File: config.mk
export PLATFORM = sky130hd
export DESIGN_NAME = hdmi_timing_ctrl_flat
export DESIGN_NICKNAME = d
export VERILOG_FILES = /design/src/rtl/hdmi_timing_pkg.sv /design/src/rtl/hdmi_timing_ctrl_if.sv /design/src/rtl/video_timing_cnt.sv /design/src/rtl/hdmi_timing_ctrl.sv /design/src/flat_wrapper.sv
export SDC_FILE = /design/constraint.sdc
export NUM_CORES = 1
export LEC_CHECK = 0
export ABC_AREA = 1
export BUFFER_PORTS_ARGS = -buffer_cell sky130_fd_sc_hd__buf_4
export CORE_ASPECT_RATIO = 1.1
export CORE_MARGIN = 4
export CORE_UTILIZATION = 50
export DETAILED_ROUTE_END_ITERATION = 8
export PLACE_DENSITY = 0.73
export REMOVE_ABC_BUFFERS = 1
export SYNTH_ARGS = -nofsm -noshare
export SYNTH_HDL_FRONTEND = slang
export SYNTH_HIERARCHICAL = 1
export SYNTH_SLANG_ARGS = --single-unit
File: constraint.sdc
create_clock -name clk_1x -period 3.3 [get_ports clk_1x]
set_input_delay 0.66 -clock clk_1x [delete_from_list [all_inputs] [get_ports clk_1x]]
set_output_delay 0.66 -clock clk_1x [all_outputs]
set_load 0.02 [all_outputs]
File: src/rtl/hdmi_timing_pkg.sv
// Shared definitions for the HDMI output timing path: 720p defaults,
// colour-bar palette and controller state encoding.
package hdmi_timing_pkg;

  localparam int H_ACTIVE_720P = 1280;
  localparam int H_FP_720P     = 110;
  localparam int H_SYNC_720P   = 40;
  localparam int H_BP_720P     = 220;
  localparam int V_ACTIVE_720P = 720;
  localparam int V_FP_720P     = 5;
  localparam int V_SYNC_720P   = 5;
  localparam int V_BP_720P     = 20;

  localparam logic [23:0] BAR_WHITE   = 24'hFFFFFF;
  localparam logic [23:0] BAR_YELLOW  = 24'hFFFF00;
  localparam logic [23:0] BAR_CYAN    = 24'h00FFFF;
  localparam logic [23:0] BAR_GREEN   = 24'h00FF00;
  localparam logic [23:0] BAR_MAGENTA = 24'hFF00FF;
  localparam logic [23:0] BAR_RED     = 24'hFF0000;
  localparam logic [23:0] BAR_BLUE    = 24'h0000FF;
  localparam logic [23:0] BAR_BLACK   = 24'h000000;

  typedef enum logic {
    ST_IDLE,
    ST_RUN
  } state_e;

  function automatic logic [23:0] bar_color(input logic [2:0] idx);
    case (idx)
      3'd0:    return BAR_WHITE;
      3'd1:    return BAR_YELLOW;
      3'd2:    return BAR_CYAN;
      3'd3:    return BAR_GREEN;
      3'd4:    return BAR_MAGENTA;
      3'd5:    return BAR_RED;
      3'd6:    return BAR_BLUE;
      default: return BAR_BLACK;
    endcase
  endfunction

endpackage

File: src/rtl/hdmi_timing_ctrl_if.sv
// Pixel FIFO read port between the timing controller (master) and the
// DDR3 frame-buffer read FIFO (slave). Read data is valid one cycle after the pop.
interface hdmi_timing_ctrl_if;
  logic        fifo_empty;
  logic [23:0] fifo_rdata;
  logic        fifo_rd_en;

  modport master (input fifo_empty, input fifo_rdata, output fifo_rd_en);
  modport slave  (output fifo_empty, output fifo_rdata, input fifo_rd_en);
endinterface

File: src/rtl/video_timing_cnt.sv
// Raster h/v counters with active/sync decodes, frame-end strobe and the
// per-frame fetch point (h=0, v=V_ACTIVE) used to kick the DDR3 reader.
module video_timing_cnt
  import hdmi_timing_pkg::*;
#(
  parameter  int H_ACTIVE = H_ACTIVE_720P,
  parameter  int H_FP     = H_FP_720P,
  parameter  int H_SYNC   = H_SYNC_720P,
  parameter  int H_BP     = H_BP_720P,
  parameter  int V_ACTIVE = V_ACTIVE_720P,
  parameter  int V_FP     = V_FP_720P,
  parameter  int V_SYNC   = V_SYNC_720P,
  parameter  int V_BP     = V_BP_720P,
  localparam int H_TOTAL  = H_ACTIVE + H_FP + H_SYNC + H_BP,
  localparam int V_TOTAL  = V_ACTIVE + V_FP + V_SYNC + V_BP,
  localparam int HW       = $clog2(H_TOTAL),
  localparam int VW       = $clog2(V_TOTAL)
) (
  input  logic          clk,
  input  logic          rst_n,
  input  logic          load_i,
  input  logic          adv_i,
  output logic [HW-1:0] h_cnt_o,
  output logic          active_o,
  output logic          hsync_o,
  output logic          vsync_o,
  output logic          frame_end_o,
  output logic          fetch_o
);

  localparam logic [HW-1:0] H_LAST = HW'(H_TOTAL - 1);
  localparam logic [HW-1:0] H_ACT  = HW'(H_ACTIVE);
  localparam logic [HW-1:0] HS_BEG = HW'(H_ACTIVE + H_FP);
  localparam logic [HW-1:0] HS_END = HW'(H_ACTIVE + H_FP + H_SYNC - 1);
  localparam logic [VW-1:0] V_LAST = VW'(V_TOTAL - 1);
  localparam logic [VW-1:0] V_ACT  = VW'(V_ACTIVE);
  localparam logic [VW-1:0] VS_BEG = VW'(V_ACTIVE + V_FP);
  localparam logic [VW-1:0] VS_END = VW'(V_ACTIVE + V_FP + V_SYNC - 1);

  logic [HW-1:0] h_q;
  logic [VW-1:0] v_q;

  // NOTE: sequential state uses non-blocking assignments only, so every
  // register samples pre-edge values regardless of block evaluation order.
  always_ff @(posedge clk) begin
    if (!rst_n) begin
      h_q <= '0;
      v_q <= '0;
    end else if (load_i) begin
      h_q <= '0;
      v_q <= V_ACT;
    end else if (adv_i) begin
      if (h_q == H_LAST) begin
        h_q <= '0;
        v_q <= (v_q == V_LAST) ? '0 : v_q + VW'(1);
      end else begin
        h_q <= h_q + HW'(1);
      end
    end
  end

  assign h_cnt_o     = h_q;
  assign active_o    = (h_q < H_ACT) && (v_q < V_ACT);
  assign hsync_o     = (h_q >= HS_BEG) && (h_q <= HS_END);
  assign vsync_o     = (v_q >= VS_BEG) && (v_q <= VS_END);
  assign frame_end_o = (h_q == H_LAST) && (v_q == V_LAST);
  assign fetch_o     = (h_q == '0) && (v_q == V_ACT);

endmodule

File: src/rtl/hdmi_timing_ctrl.sv
// Video timing controller: run/idle FSM, FIFO/colour-bar pixel mux,
// underflow accounting and a 2-stage registered video output pipeline.
module hdmi_timing_ctrl
  import hdmi_timing_pkg::*;
#(
  parameter int H_ACTIVE = H_ACTIVE_720P,
  parameter int H_FP     = H_FP_720P,
  parameter int H_SYNC   = H_SYNC_720P,
  parameter int H_BP     = H_BP_720P,
  parameter int V_ACTIVE = V_ACTIVE_720P,
  parameter int V_FP     = V_FP_720P,
  parameter int V_SYNC   = V_SYNC_720P,
  parameter int V_BP     = V_BP_720P,
  parameter bit SYNC_POL = 1'b1
) (
  input  logic                      clk_1x,
  input  logic                      rst_n,
  input  logic                      enable,
  input  logic                      pat_sel,
  hdmi_timing_ctrl_if.master        fifo_if,
  output logic                      frame_start,
  output logic                      hsync,
  output logic                      vsync,
  output logic                      rgb_valid,
  output logic [23:0]               rgb_data,
  output logic                      underflow,
  output logic [15:0]               underflow_cnt
);

  localparam int H_TOTAL = H_ACTIVE + H_FP + H_SYNC + H_BP;
  localparam int HW      = $clog2(H_TOTAL);
  localparam int BAR_W   = H_ACTIVE / 8;

  state_e        state_q;
  logic          pat_q;
  logic [HW-1:0] h_cnt;
  logic          active, hs_reg, vs_reg, frame_end, fetch;
  logic          run, load;

  assign run  = (state_q == ST_RUN);
  assign load = (state_q == ST_IDLE) && enable;

  video_timing_cnt #(
    .H_ACTIVE(H_ACTIVE), .H_FP(H_FP), .H_SYNC(H_SYNC), .H_BP(H_BP),
    .V_ACTIVE(V_ACTIVE), .V_FP(V_FP), .V_SYNC(V_SYNC), .V_BP(V_BP)
  ) u_cnt (
    .clk        (clk_1x),
    .rst_n      (rst_n),
    .load_i     (load),
    .adv_i      (run),
    .h_cnt_o    (h_cnt),
    .active_o   (active),
    .hsync_o    (hs_reg),
    .vsync_o    (vs_reg),
    .frame_end_o(frame_end),
    .fetch_o    (fetch)
  );

  // Stopping and pattern changes only take effect on frame boundaries.
  always_ff @(posedge clk_1x) begin
    if (!rst_n) begin
      state_q <= ST_IDLE;
      pat_q   <= 1'b0;
    end else begin
      case (state_q)
        ST_IDLE: if (enable) begin
          state_q <= ST_RUN;
          pat_q   <= pat_sel;
        end
        ST_RUN: if (frame_end) begin
          pat_q <= pat_sel;
          if (!enable) state_q <= ST_IDLE;
        end
      endcase
    end
  end

  // Stage 0: decisions straight off the counters.
  logic       act0, uf0;
  logic [2:0] bar0;
  assign act0               = run && active;
  assign fifo_if.fifo_rd_en = act0 && !pat_q && !fifo_if.fifo_empty;
  assign uf0                = act0 && !pat_q && fifo_if.fifo_empty;
  assign bar0               = 3'(h_cnt / BAR_W);

  logic       de1_q, hs1_q, vs1_q, pat1_q, uf1_q;
  logic [2:0] bar1_q;
  logic [23:0] pix_d;

  // NOTE: every always_comb output gets a default first so no path can
  // leave it unassigned and infer a latch.
  always_comb begin
    pix_d = '0;
    if (de1_q) begin
      if (pat1_q)      pix_d = bar_color(bar1_q);
      else if (!uf1_q) pix_d = fifo_if.fifo_rdata;
    end
  end

  logic        hsync_q, vsync_q, rgb_valid_q, frame_start_q, underflow_q;
  logic [23:0] rgb_data_q;
  logic [15:0] underflow_cnt_q;

  // fifo_rdata arrives during stage 1, so the stage-2 register captures it.
  always_ff @(posedge clk_1x) begin
    if (!rst_n) begin
      de1_q           <= 1'b0;
      hs1_q           <= 1'b0;
      vs1_q           <= 1'b0;
      pat1_q          <= 1'b0;
      uf1_q           <= 1'b0;
      bar1_q          <= '0;
      hsync_q         <= ~SYNC_POL;
      vsync_q         <= ~SYNC_POL;
      rgb_valid_q     <= 1'b0;
      rgb_data_q      <= '0;
      frame_start_q   <= 1'b0;
      underflow_q     <= 1'b0;
      underflow_cnt_q <= '0;
    end else begin
      de1_q         <= act0;
      hs1_q         <= run && hs_reg;
      vs1_q         <= run && vs_reg;
      pat1_q        <= pat_q;
      uf1_q         <= uf0;
      bar1_q        <= bar0;
      hsync_q       <= SYNC_POL ? hs1_q : ~hs1_q;
      vsync_q       <= SYNC_POL ? vs1_q : ~vs1_q;
      rgb_valid_q   <= de1_q;
      rgb_data_q    <= pix_d;
      frame_start_q <= run && fetch;
      if (uf0) begin
        underflow_q <= 1'b1;
        if (underflow_cnt_q != 16'hFFFF) underflow_cnt_q <= underflow_cnt_q + 16'd1;
      end
    end
  end

  assign hsync         = hsync_q;
  assign vsync         = vsync_q;
  assign rgb_valid     = rgb_valid_q;
  assign rgb_data      = rgb_data_q;
  assign frame_start   = frame_start_q;
  assign underflow     = underflow_q;
  assign underflow_cnt = underflow_cnt_q;

endmodule

File: src/flat_wrapper.sv
// flat-port wrapper written by rule: the top's interface ports become plain ports
module hdmi_timing_ctrl_flat import hdmi_timing_pkg::*;
#(
  parameter int H_ACTIVE = H_ACTIVE_720P,
  parameter int H_FP     = H_FP_720P,
  parameter int H_SYNC   = H_SYNC_720P,
  parameter int H_BP     = H_BP_720P,
  parameter int V_ACTIVE = V_ACTIVE_720P,
  parameter int V_FP     = V_FP_720P,
  parameter int V_SYNC   = V_SYNC_720P,
  parameter int V_BP     = V_BP_720P,
  parameter bit SYNC_POL = 1'b1
)
  (clk_1x, rst_n, enable, pat_sel, frame_start, hsync, vsync, rgb_valid, rgb_data, underflow, underflow_cnt, fifo_if_fifo_empty, fifo_if_fifo_rdata, fifo_if_fifo_rd_en);
  hdmi_timing_ctrl_if fifo_if_i ();
  input  logic clk_1x;
  input  logic rst_n;
  input  logic enable;
  input  logic pat_sel;
  output logic frame_start;
  output logic hsync;
  output logic vsync;
  output logic rgb_valid;
  output logic [23:0] rgb_data;
  output logic underflow;
  output logic [15:0] underflow_cnt;
  input wire logic [$bits(fifo_if_i.fifo_empty)-1:0] fifo_if_fifo_empty;
  input wire logic [$bits(fifo_if_i.fifo_rdata)-1:0] fifo_if_fifo_rdata;
  output wire logic [$bits(fifo_if_i.fifo_rd_en)-1:0] fifo_if_fifo_rd_en;
  assign fifo_if_i.fifo_empty = fifo_if_fifo_empty;
  assign fifo_if_i.fifo_rdata = fifo_if_fifo_rdata;
  assign fifo_if_fifo_rd_en = fifo_if_i.fifo_rd_en;
  hdmi_timing_ctrl #(.H_ACTIVE(H_ACTIVE), .H_FP(H_FP), .H_SYNC(H_SYNC), .H_BP(H_BP), .V_ACTIVE(V_ACTIVE), .V_FP(V_FP), .V_SYNC(V_SYNC), .V_BP(V_BP), .SYNC_POL(SYNC_POL)) u_core (.clk_1x(clk_1x), .rst_n(rst_n), .enable(enable), .pat_sel(pat_sel), .fifo_if(fifo_if_i), .frame_start(frame_start), .hsync(hsync), .vsync(vsync), .rgb_valid(rgb_valid), .rgb_data(rgb_data), .underflow(underflow), .underflow_cnt(underflow_cnt));
endmodule
== Word level (Yosys, flattened, before mapping) ==
Index checks and enable logic that the tools add are counted.

* Bitwise gates (word level): 2
* Div/mod/pow operators: 1
* Muxes and demuxes: 14
* Add/sub/neg operators: 3
* Reductions and logical operators: 25
* Eq/ne operators: 12
* Order comparisons: 6

{| class="wikitable"
|+ Operators by type and width
! operator !! count
|-
| 24-bit one-hot mux with 7 select lines || 1
|-
| 24-bit two-way mux || 2
|-
| 10-bit two-way mux || 4
|-
| 11-bit by 8-bit divider with 32-bit output (second input constant) || 1
|-
| 10-bit equality test (second input constant) || 2
|-
| 16-bit by 1-bit adder with 16-bit output (second input constant) || 1
|-
| 16-bit inequality test (second input constant) || 1
|-
| 1-bit logical AND || 13
|-
| 11-bit by 1-bit adder with 11-bit output (second input constant) || 1
|-
| 11-bit equality test (second input constant) || 1
|-
| 11-bit greater-or-equal comparator (second input constant) || 1
|-
| 11-bit <= comparator (second input constant) || 1
|-
| 11-bit zero test || 1
|-
| 11-bit less-than comparator (second input constant) || 1
|-
| 11-bit two-way mux || 1
|-
| 10-bit by 1-bit adder with 10-bit output (second input constant) || 1
|-
| 10-bit greater-or-equal comparator (second input constant) || 1
|-
| 10-bit <= comparator (second input constant) || 1
|-
| 10-bit less-than comparator (second input constant) || 1
|-
| 2-bit AND reduction || 5
|-
| 3-bit equality test (second input constant) || 3
|-
| 3-bit by 2-bit equality test with 1-bit output (second input constant) || 2
|-
| 1-bit two-way mux || 4
|-
| 2-bit inequality test (second input constant) || 2
|-
| other kinds (7) || 11
|}

* Output and inout port bits: 46
* Word-level logic and storage cells: 81
* Bits in registers: 76
* Input bits: 29

== Depth between registers and ports, before layout ==
Gate-level depths: netlist (run 1).

* Word-level depth: 6
* Depth in mapped cells: 17
* Depth with buffers taken out: 17

== By module ==
The synthesis (run 1) kept the hierarchy.

{| class="wikitable"
|+ Modules (own cells, without submodules)
! module !! area each (um^2) !! times used !! cells an instance !! sequential area each (um^2)
|-
| hdmi_timing_ctrl || 2359.8 || 1 || 315 || 1101.1
|-
| video_timing_cnt || 1501.4 || 1 || 244 || 420.4
|}

== Worst setup path before layout (run 1) ==
OpenSTA, ideal clock, no wires.

* Path type: reg-to-output
* Start point: register u_core.u_cnt.v_q[8]
* End point: output port fifo_if_fifo_rd_en
* Data required time: 2640 ps
* Data arrival time: 1555 ps
* Path buffers: 0
* Stages on the path, launching flop included: 9
* Slack: 1085 ps
* Path through: dfxtp_1 > inv_1 > nand2_1 > nor2_1 > o21ai_0 > o221ai_1 > inv_1 > inv_1 > nor4_1

* Longest elaborated chain between the ends: 5

{| class="wikitable"
|+ RTL lines
! item !! line !! RTL
|-
| start: declaration || video_timing_cnt.sv:41 || <nowiki>logic [VW-1:0] v_q;</nowiki>
|-
| start signal: assignment || video_timing_cnt.sv:55 || <nowiki>v_q <= (v_q == V_LAST) ? '0 : v_q + VW'(1);</nowiki>
|-
| 10-bit less-than comparator || video_timing_cnt.sv:63 || <nowiki>assign active_o = (h_q < H_ACT) && (v_q < V_ACT);</nowiki>
|-
| 1-bit logical AND || video_timing_cnt.sv:63 ||
|-
| named net u_core.active || hdmi_timing_ctrl.sv:37 || <nowiki>logic active, hs_reg, vs_reg, frame_end, fetch;</nowiki>
|-
| 1-bit logical AND || hdmi_timing_ctrl.sv:81 || <nowiki>assign act0 = run && active;</nowiki>
|-
| 1-bit logical AND (2 in series) || hdmi_timing_ctrl.sv:82 || <nowiki>assign fifo_if.fifo_rd_en = act0 && !pat_q && !fifo_if.fifo_empty;</nowiki>
|-
| end: declaration || flat_wrapper.sv:29 || <nowiki>output wire logic [$bits(fifo_if_i.fifo_rd_en)-1:0] fifo_if_fifo_rd_en;</nowiki>
|}

The timed path passes the listed nets, and every way through them passes these cells.

== Final worst setup path (run 1) ==
Ends and elaborated chain as after synthesis.

==> results of run 1 <==
## layout make-up
| cell class | count | area, um2 | area share [%] |
|---|---|---|---|
| multi-input combinational | 390 | 1990 | 42.1 |
| sequential | 76 | 1520 | 32.3 |
| timing repair buffer | 75 | 563 | 11.9 |
| inverter | 83 | 312 | 6.61 |
| clock buffer | 11 | 141 | 3.00 |
| tap | 105 | 131 | 2.79 |
| clock inverter | 5 | 58.8 | 1.25 |
## kinds of logic (layout without fill, tap and decap cells)
group	after synthesis	after routing	synth area share (%)
buffers and inverters	93	174	9.14
AOI/OAI and AO/OA	83	83	11.9
adders and majority gates	8	8	2.59
and+or+nand+nor	291	291	35.1
xor gates and xnor gates	8	8	1.81
DFF	76	76	39.4
## sequential cells by signal, indices dropped and copies added (netlist names)
signal / count
u_core/frame_start: 1
u_core/pat_q: 1
u_core/u_cnt/v_q: 10
u_core/rgb_data: 24
u_core/hsync: 1
u_core/u_cnt/h_cnt_o: 11
u_core/vsync: 1
u_core/rgb_valid: 1
u_core/de1_q: 1
u_core/underflow_cnt: 16
u_core/bar1_q: 3
u_core/hs1_q: 1
u_core/vs1_q: 1
u_core/pat1_q: 1
u_core/run: 1
u_core/uf1_q: 1
u_core/underflow: 1
## worst max-delay path, stage by stage, from the launching register on
cell	delay, ps
dfxtp_1	410
inv_1	100
nand2_1	90
nor2_1	70
o21ai_0	70
o221ai_1	130
inv_1	100
inv_1	60
nor4_1	290
buf_4	210
## layer usage
| layer | up-vias | global-route usage, % | share of wire [%] |
|---|---|---|---|
| met4 | 0 | 9.60 | 2.3 |
| met5 | - | 0 | 0 |
| met1 | 1698 | 25.2 | 45 |
| met2 | 106 | 35.1 | 47 |
| met3 | 19 | 3.97 | 5.7 |
| li1 | 1951 | - | - |
## cell usage in the layout (no fill, tap or decap), types with 2 or more instances in the layout
cell type	instances
clkbuf_8	10
o21ai_0	14
inv_1	80
nor3_1	11
nor2_1	63
nor2_4	4
nand2_2	3
buf_4	75
inv_2	3
o21ai_1	2
xor2_1	7
nor3_4	2
nand3_4	2
clkinvlp_4	2
dfxtp_1	76
nand3b_1	3
nand3_2	2
nand2_1	141
o21bai_1	2
a21oi_1	54
a31oi_1	2
nor2_2	6
nand3_1	30
nand4_1	14
ha_1	8
nand4_2	2
nor4_1	4
## through the flow
step / cells / utilization [%] / total power, mW / hold slack, ps / setup slack (ps)
floorplan: 549 / - / 1.08 / 390 / 1090
global placement: 729 / 60.4 / 1.16 / 404 / 1150
detailed placement: 729 / 60.4 / 1.17 / 414 / 1060
CTS: 745 / 63.1 / 1.89 / 438 / 725
global route: 745 / 63.1 / 1.95 / 464 / 515
finish: 745 / 63.1 / 1.87 / 433 / 768
## power breakdown
group          total [mW]  internal, mW  leakage (nW)  switching [mW]
sequential          0.965         0.941         0.617          0.0241
combinational       0.179        0.0726          1.47           0.106
clock               0.722         0.372        0.0959           0.351
total                1.87          1.39          2.18           0.481
## path summary, 6_finish.rpt
check	endpoint	cells past startpoint	slack, ps	from
hold / removal	u_core/hsync$_SDFF_PN0_	2	430	u_core/hs1_q$_SDFF_PN0_
setup reg to reg	u_core/underflow_cnt[14]$_SDFFE_PN0P_	14	1040	u_core/u_cnt/v_q[8]$_SDFFE_PP0P_
setup / recovery	fifo_if_fifo_rd_en	9	770	u_core/u_cnt/v_q[8]$_SDFFE_PP0P_
hold reg to reg	u_core/hsync$_SDFF_PN0_	2	430	u_core/hs1_q$_SDFF_PN0_
==> flow_summary.ini, run 1 <==
[clocking]
h-tree-depth = 3
cts_num_sinks = 76
clock-root-buffer = clkbuf_8
cts.repair.resized = 0
clock_tree.buffer_depth = 2
cts_buffers = 9
hold_buffers = 0
cts_setup_buffers = 0
clk_latency_ps = 350
tritoncts = yes
clkTransAtPathRegs_ps = 80

[sta]
post-route-min-period_ps = 2530
fin_tns_setup_ps = 0
finalHoldViolations = 0
rsz0062_at_grt = no
timing.final.crit_share_pct = 76.7
slew_headroom_pct = 46.2
drv_slew = 0
finalSetupViolCount = 0
max_freq_mhz = 395
skew_ps = 10.9
tightest_slew_ps = 805

[floorplan]
start_util_pct = 51.7
die_w_um = 91.8
core_um2 = 7470
rows = 33
dieArea_um2 = 9190
die_y_um = 100
ios = 75

[run_status]
status = completed

[worst_hold_path]
hold_path_class = reg -> reg

[critical_path]
required_ps = 2640
critPathMaxFanout = 5
endpoint_kind = output pin
critPathKind = reg -> out
cp-start-kind = register
worstPathArrival_ps = 1870

[synth]
synthTopCellsByArea = dfxtp_1, nand2_1, inv_1
synth_area_per_cell_um2 = 6.91
synth_ff_type = dfxtp_1
syn_inst = 559
syn-cell-area_um2 = 3860
synth.top_cell.area_share_pct = 39.4
synth_top_cell_by_area = dfxtp_1
yosysUniqueCellTypes = 41
ys_seq_area_share_pct = 39.4
yosysMostFrequentCell = nand2_1
synth-async-reset-ratio_pct = 0
synth-seq-cells = 76
synth_enable_flop_cells = 0
yosys_warnings = 6
yosys-top-cells-count = nand2_1, inv_1, dfxtp_1

[global_routing]
grt_usage_pct = 20.6
grt_pass1_vias = 3546
grt_max_degree = 26
antenna_found_initial = 0
grt_pass1_wl_um = 15600
grt.overflow.total = 0

[placement]
placed_area_um2 = 4510
place.gp.congestion = 0.896
port_buffers = 74
hpwl_um = 7060

[power_and_ir_drop]
cellLeakagePower_nw = 2.18
p_per_area_nw_per_um2 = 396
ir_worst_vdd_mv = 0.208

[layout]
num_antenna_cells = 0
syn2layout_area_growth_pct = 22.1
fillers = 688
drive_above_1_share_pct = 18.4
fin_area_um2 = 4710
finalNetCount = 672

[drt]
drc = 0
wire_per_inst_um = 12.5
ant_nets = 0
first_pass_iters = 6
drt_iter0_drc = 146
routed_wl_um = 9310
via_per_inst = 5.07
num_vias = 3774

[run]
maxCapViolCount = 0
(Power assumes the default switching activity.)
==> run 2, diff against run 1 <==
Clock period 3.3 ns to 2.42 ns, I/O delays scaled along.
==> run 2 against run 1 <==
  * Worst hold slack lost 43 ps
  * Total power grew 36%
  * Register-to-register slack lost 830 ps
  * Routed wire length grew 0.33%
==> flow_summary.ini, run 2 (synthesis gave the netlist of run 1 again) <==
[run_status]
status = completed

[layout]
num_antenna_cells = 0
ff_latch_area_um2 = 1520
fillers = 675
finalNetCount = 677
final_common_cell = nand2_1
drive_above_1_share_pct = 19.5
syn2layout_area_growth_pct = 23.2
largest_reg_flops = 24
final_cell_mix = nand2_1, buf_4, inv_1
fin_cells = 750
multi_input_area_um2 = 1990

[sta]
finalHoldViolations = 0
skew_ps = 8.34
finalSetupViolCount = 0
fin_ws_ps = 146
fin_hold_ws_ps = 390
drv_slew = 0
slew_headroom_pct = 47.5
max_freq_mhz = 440
tightest_slew_ps = 786
rsz0062_at_grt = no
fin_tns_setup_ps = 0
timing.final.crit_share_pct = 94.0
post-route-min-period_ps = 2270

[critical_path]
endpoint_kind = output pin
cp-start-kind = register
required_ps = 1940
worstPathArrival_ps = 1790
critPathMaxFanout = 5
critPathKind = reg -> out

[drt]
drt_iter0_drc = 194
via_per_inst = 5.10
routed_wl_um = 9340
ant_nets = 0
first_pass_iters = 5
num_vias = 3828
drc = 0
wire_per_inst_um = 12.5

[global_routing]
grt.overflow.total = 0
grt_pass1_wl_um = 15800
grt_usage_pct = 20.8
grt_pass1_vias = 3522
antenna_found_initial = 0
grt_max_degree = 26

[clocking]
clkTransAtPathRegs_ps = 80
cts_buffers = 9
tritoncts = yes
clock-root-buffer = clkbuf_8
cts.repair.resized = 1
clock_tree.buffer_depth = 2
clk_latency_ps = 350
cts_setup_buffers = 0
h-tree-depth = 3
hold_buffers = 0
cts_num_sinks = 76

[power_and_ir_drop]
p_per_area_nw_per_um2 = 534
p_comb_share_pct = 10.2
intPower_mw = 1.87
total_power_mw = 2.54
power_frac_seq_pct = 51.5
ir_worst_vdd_mv = 0.422
switching_share_pct = 26.5
p_sw_mw = 0.672
cellLeakagePower_nw = 2.21
p_clk_share_pct = 38.3

[placement]
placed_cells = 734
hpwl_um = 7130
place_ws_ps = 211
port_buffers = 74
place.gp.congestion = 0.886

[floorplan]
core_um2 = 7470
start_util_pct = 51.7
die_w_um = 91.8
die_y_um = 100
rows = 33
ios = 75
dieArea_um2 = 9190

[run]
maxCapViolCount = 0

[worst_hold_path]
hold_path_class = in -> reg
[run 2: layer usage]
metal	GRT usage, %	routed length [um]	vias to the layer above
li1	-	-	1966
met1	26.6	4190	1732
met2	34.3	4420	111
met3	3.75	528	19
met4	9.60	202	0
met5	0	0	-
[run 2: power groups by stage]
| stage | combinational, mW | clock, mW | sequential (mW) |
|---|---|---|---|
| after floorplan | 0.117 | 0 | 1.36 |
| after global placement | 0.254 | 0 | 1.34 |
| after detailed placement | 0.259 | 0 | 1.34 |
| after CTS | 0.261 | 0.999 | 1.31 |
| after global routing | 0.287 | 1.05 | 1.31 |
| final | 0.260 | 0.973 | 1.31 |
[run 2: worst max-delay path, cell delays in order, from the launching register on]
cell,delay [ps]
dfxtp_2,370
inv_1,70
nand2_1,90
nor2_1,80
o21ai_0,80
o221ai_1,140
inv_1,100
inv_1,70
nor4_2,250
buf_4,190
[run 2: layout make-up]
| cell class | count | share of cell area, % |
|---|---|---|
| flip-flops and latches | 76 | 32.0 |
| multi-input cells | 390 | 41.9 |
| inverters | 83 | 6.55 |
| well taps | 105 | 2.76 |
| clock inverters | 7 | 1.58 |
| clock buffers | 9 | 2.60 |
| repair buffers | 80 | 12.6 |
[run 2: final timing paths]
kind | from | end | slack [ps] | depth (start not counted)
hold reg to reg | u_core/hs1_q$_SDFF_PN0_ | u_core/hsync$_SDFF_PN0_ | 430 | 2
setup / recovery | u_core/u_cnt/v_q[8]$_SDFFE_PP0P_ | fifo_if_fifo_rd_en | 150 | 9
setup reg to reg | u_core/u_cnt/v_q[8]$_SDFFE_PP0P_ | u_core/underflow_cnt[9]$_SDFFE_PN0P_ | 210 | 14
hold / removal | fifo_if_fifo_rdata[15] | u_core/rgb_data[15]$_SDFF_PN0_ | 390 | 3
[run 2: through the flow]
| stage | area, um2 | util, % |
|---|---|---|
| after floorplan | 3820 | - |
| after global placement | 4550 | 60.9 |
| after detailed placement | 4550 | 60.9 |
| after CTS | 4760 | 63.7 |
| after global routing | 4760 | 63.7 |
| final | 4760 | 63.7 |
==> run 3, diff against run 2 <==
Clock period 2.42 ns to 2.7 ns, I/O delays scaled along.
==> run 3 against run 2 <==
  * Clock power decreased by 10%
  * Core utilization fell by 0.37 points
  * Count of clock-buffer cells in the layout rose by 1
  * Die area is the same
  * Sequential share of layout area rose by 0.16 points
  * Routed wire length is 0.37% higher
  * Worst hold slack better by 31 ps
  * Largest power group unchanged
==> flow_summary.ini, run 3 (synthesis gave the netlist of run 1 again) <==
[critical_path]
cp-start-kind = register
crit_path_frequent_cell = inv_1
crit_path_cell_trace = inv_1, nand2_1, nor2_1, o21ai_0, o221ai_1, inv_1, inv_1, nor4_1, buf_4
endpoint_kind = output pin
critPathMaxFanout = 5
critPathKind = reg -> out
cpMaxStageDelayCell = dfxtp_1
worstPathArrival_ps = 1870
required_ps = 2160
cpPeakStageDelay_ps = 400

[power_and_ir_drop]
switching_share_pct = 25.7
intPower_mw = 1.69
p_comb_share_pct = 9.9
p_sw_mw = 0.585
p_clk_share_pct = 38.5
power_frac_seq_pct = 51.6
p_per_area_nw_per_um2 = 481
ir_worst_vdd_mv = 0.298
cellLeakagePower_nw = 2.20

[global_routing]
grt_usage_pct = 21.3
grt_pass1_wl_um = 16200
antenna_found_initial = 0
grt.overflow.total = 0
grt_max_degree = 26
grt_pass1_vias = 3503

[layout]
num_antenna_cells = 0
largest_reg_flops = 24
syn2layout_area_growth_pct = 22.5
drive_above_1_share_pct = 18.8
final_cell_mix = nand2_1, inv_1, buf_4
final_common_cell = nand2_1
finalNetCount = 674

[clocking]
cts_buffers = 9
tritoncts = yes
h-tree-depth = 3
cts_num_sinks = 76
cts.repair.resized = 0
clock-root-buffer = clkbuf_8
clk_latency_ps = 340
hold_buffers = 0
cts_setup_buffers = 0
clkTransAtPathRegs_ps = 80
clock_tree.buffer_depth = 2

[sta]
post-route-min-period_ps = 2410
slew_headroom_pct = 48.0
finalHoldViolations = 0
tightest_slew_ps = 778
drv_slew = 0
fin_ws_ps = 295
fin_tns_setup_ps = 0
timing.final.crit_share_pct = 89.1
max_freq_mhz = 416
skew_ps = 8.25
fin_hold_ws_ps = 422
finalSetupViolCount = 0
rsz0062_at_grt = no

[floorplan]
die_y_um = 100
rows = 33
core_um2 = 7470
die_w_um = 91.8
ios = 75
dieArea_um2 = 9190
start_util_pct = 51.7

[drt]
drt_iter0_drc = 180
num_vias = 3819
drc = 0
via_per_inst = 5.11
routed_wl_um = 9380
wire_per_inst_um = 12.6
ant_nets = 0
first_pass_iters = 5

[placement]
hpwl_um = 7160
place_ws_ps = 501
port_buffers = 74
place.gp.congestion = 0.901

[run_status]
status = completed

[run]
maxCapViolCount = 0

[worst_hold_path]
hold_path_class = reg -> reg
## run 3: power by group through the flow
stage / Combinational [mW] / Clock (mW) / Sequential [mW]
5_1_grt: 0.252 / 0.942 / 1.18
3_5_place_dp: 0.227 / 0 / 1.20
3_3_place_gp: 0.223 / 0 / 1.20
6_report: 0.226 / 0.875 / 1.17
2_1_floorplan: 0.105 / 0 / 1.22
4_1_cts: 0.227 / 0.899 / 1.17
## run 3: worst paths after layout
kind         slack (ps)  cells after the start                                     to                             start
max                 290                      9                     fifo_if_fifo_rd_en  u_core/u_cnt/v_q[8]$_SDFFE_PP0P_
min                 420                      2                u_core/vsync$_SDFF_PN0_           u_core/vs1_q$_SDFF_PN0_
min reg2reg         420                      2                u_core/vsync$_SDFF_PN0_           u_core/vs1_q$_SDFF_PN0_
max reg2reg         480                     14  u_core/underflow_cnt[14]$_SDFFE_PN0P_  u_core/u_cnt/v_q[8]$_SDFFE_PP0P_
## run 3: per-stage QoR
| step | area [um2] | power, mW | utilization (%) | instances |
|---|---|---|---|---|
| 2_1_floorplan | 3820 | 1.32 | - | 549 |
| 3_3_place_gp | 4530 | 1.42 | 60.6 | 731 |
| 3_5_place_dp | 4530 | 1.43 | 60.6 | 731 |
| 4_1_cts | 4730 | 2.30 | 63.3 | 747 |
| 5_1_grt | 4730 | 2.37 | 63.3 | 747 |
| 6_report | 4730 | 2.28 | 63.3 | 747 |
## run 3: final cells by class
cell class	instances	area (um2)
clock buffer	10	138
tap	105	131
clock inverter	6	63.8
multi-input combinational	390	1990
fill	684	2740
timing repair buffer	77	578
sequential	76	1520
inverter	83	312
## run 3: worst max-delay path, delay by kind of cell, from the launching register on
kind	cells	cell delay [ps]
simple gates	3	460
compound gates	2	210
flops	1	400
buf+inv	4	470
## run 3: routing by layer
metal / share of wire (%) / up-vias / wire length, um / GRT usage (%)
met4: 1.8 / 0 / 170 / 7.77
met3: 6.0 / 16 / 565 / 3.82
met5: 0 / - / 0 / 0
li1: - / 1951 / - / -
met1: 45 / 1721 / 4220 / 27.8
met2: 47 / 131 / 4420 / 35.4
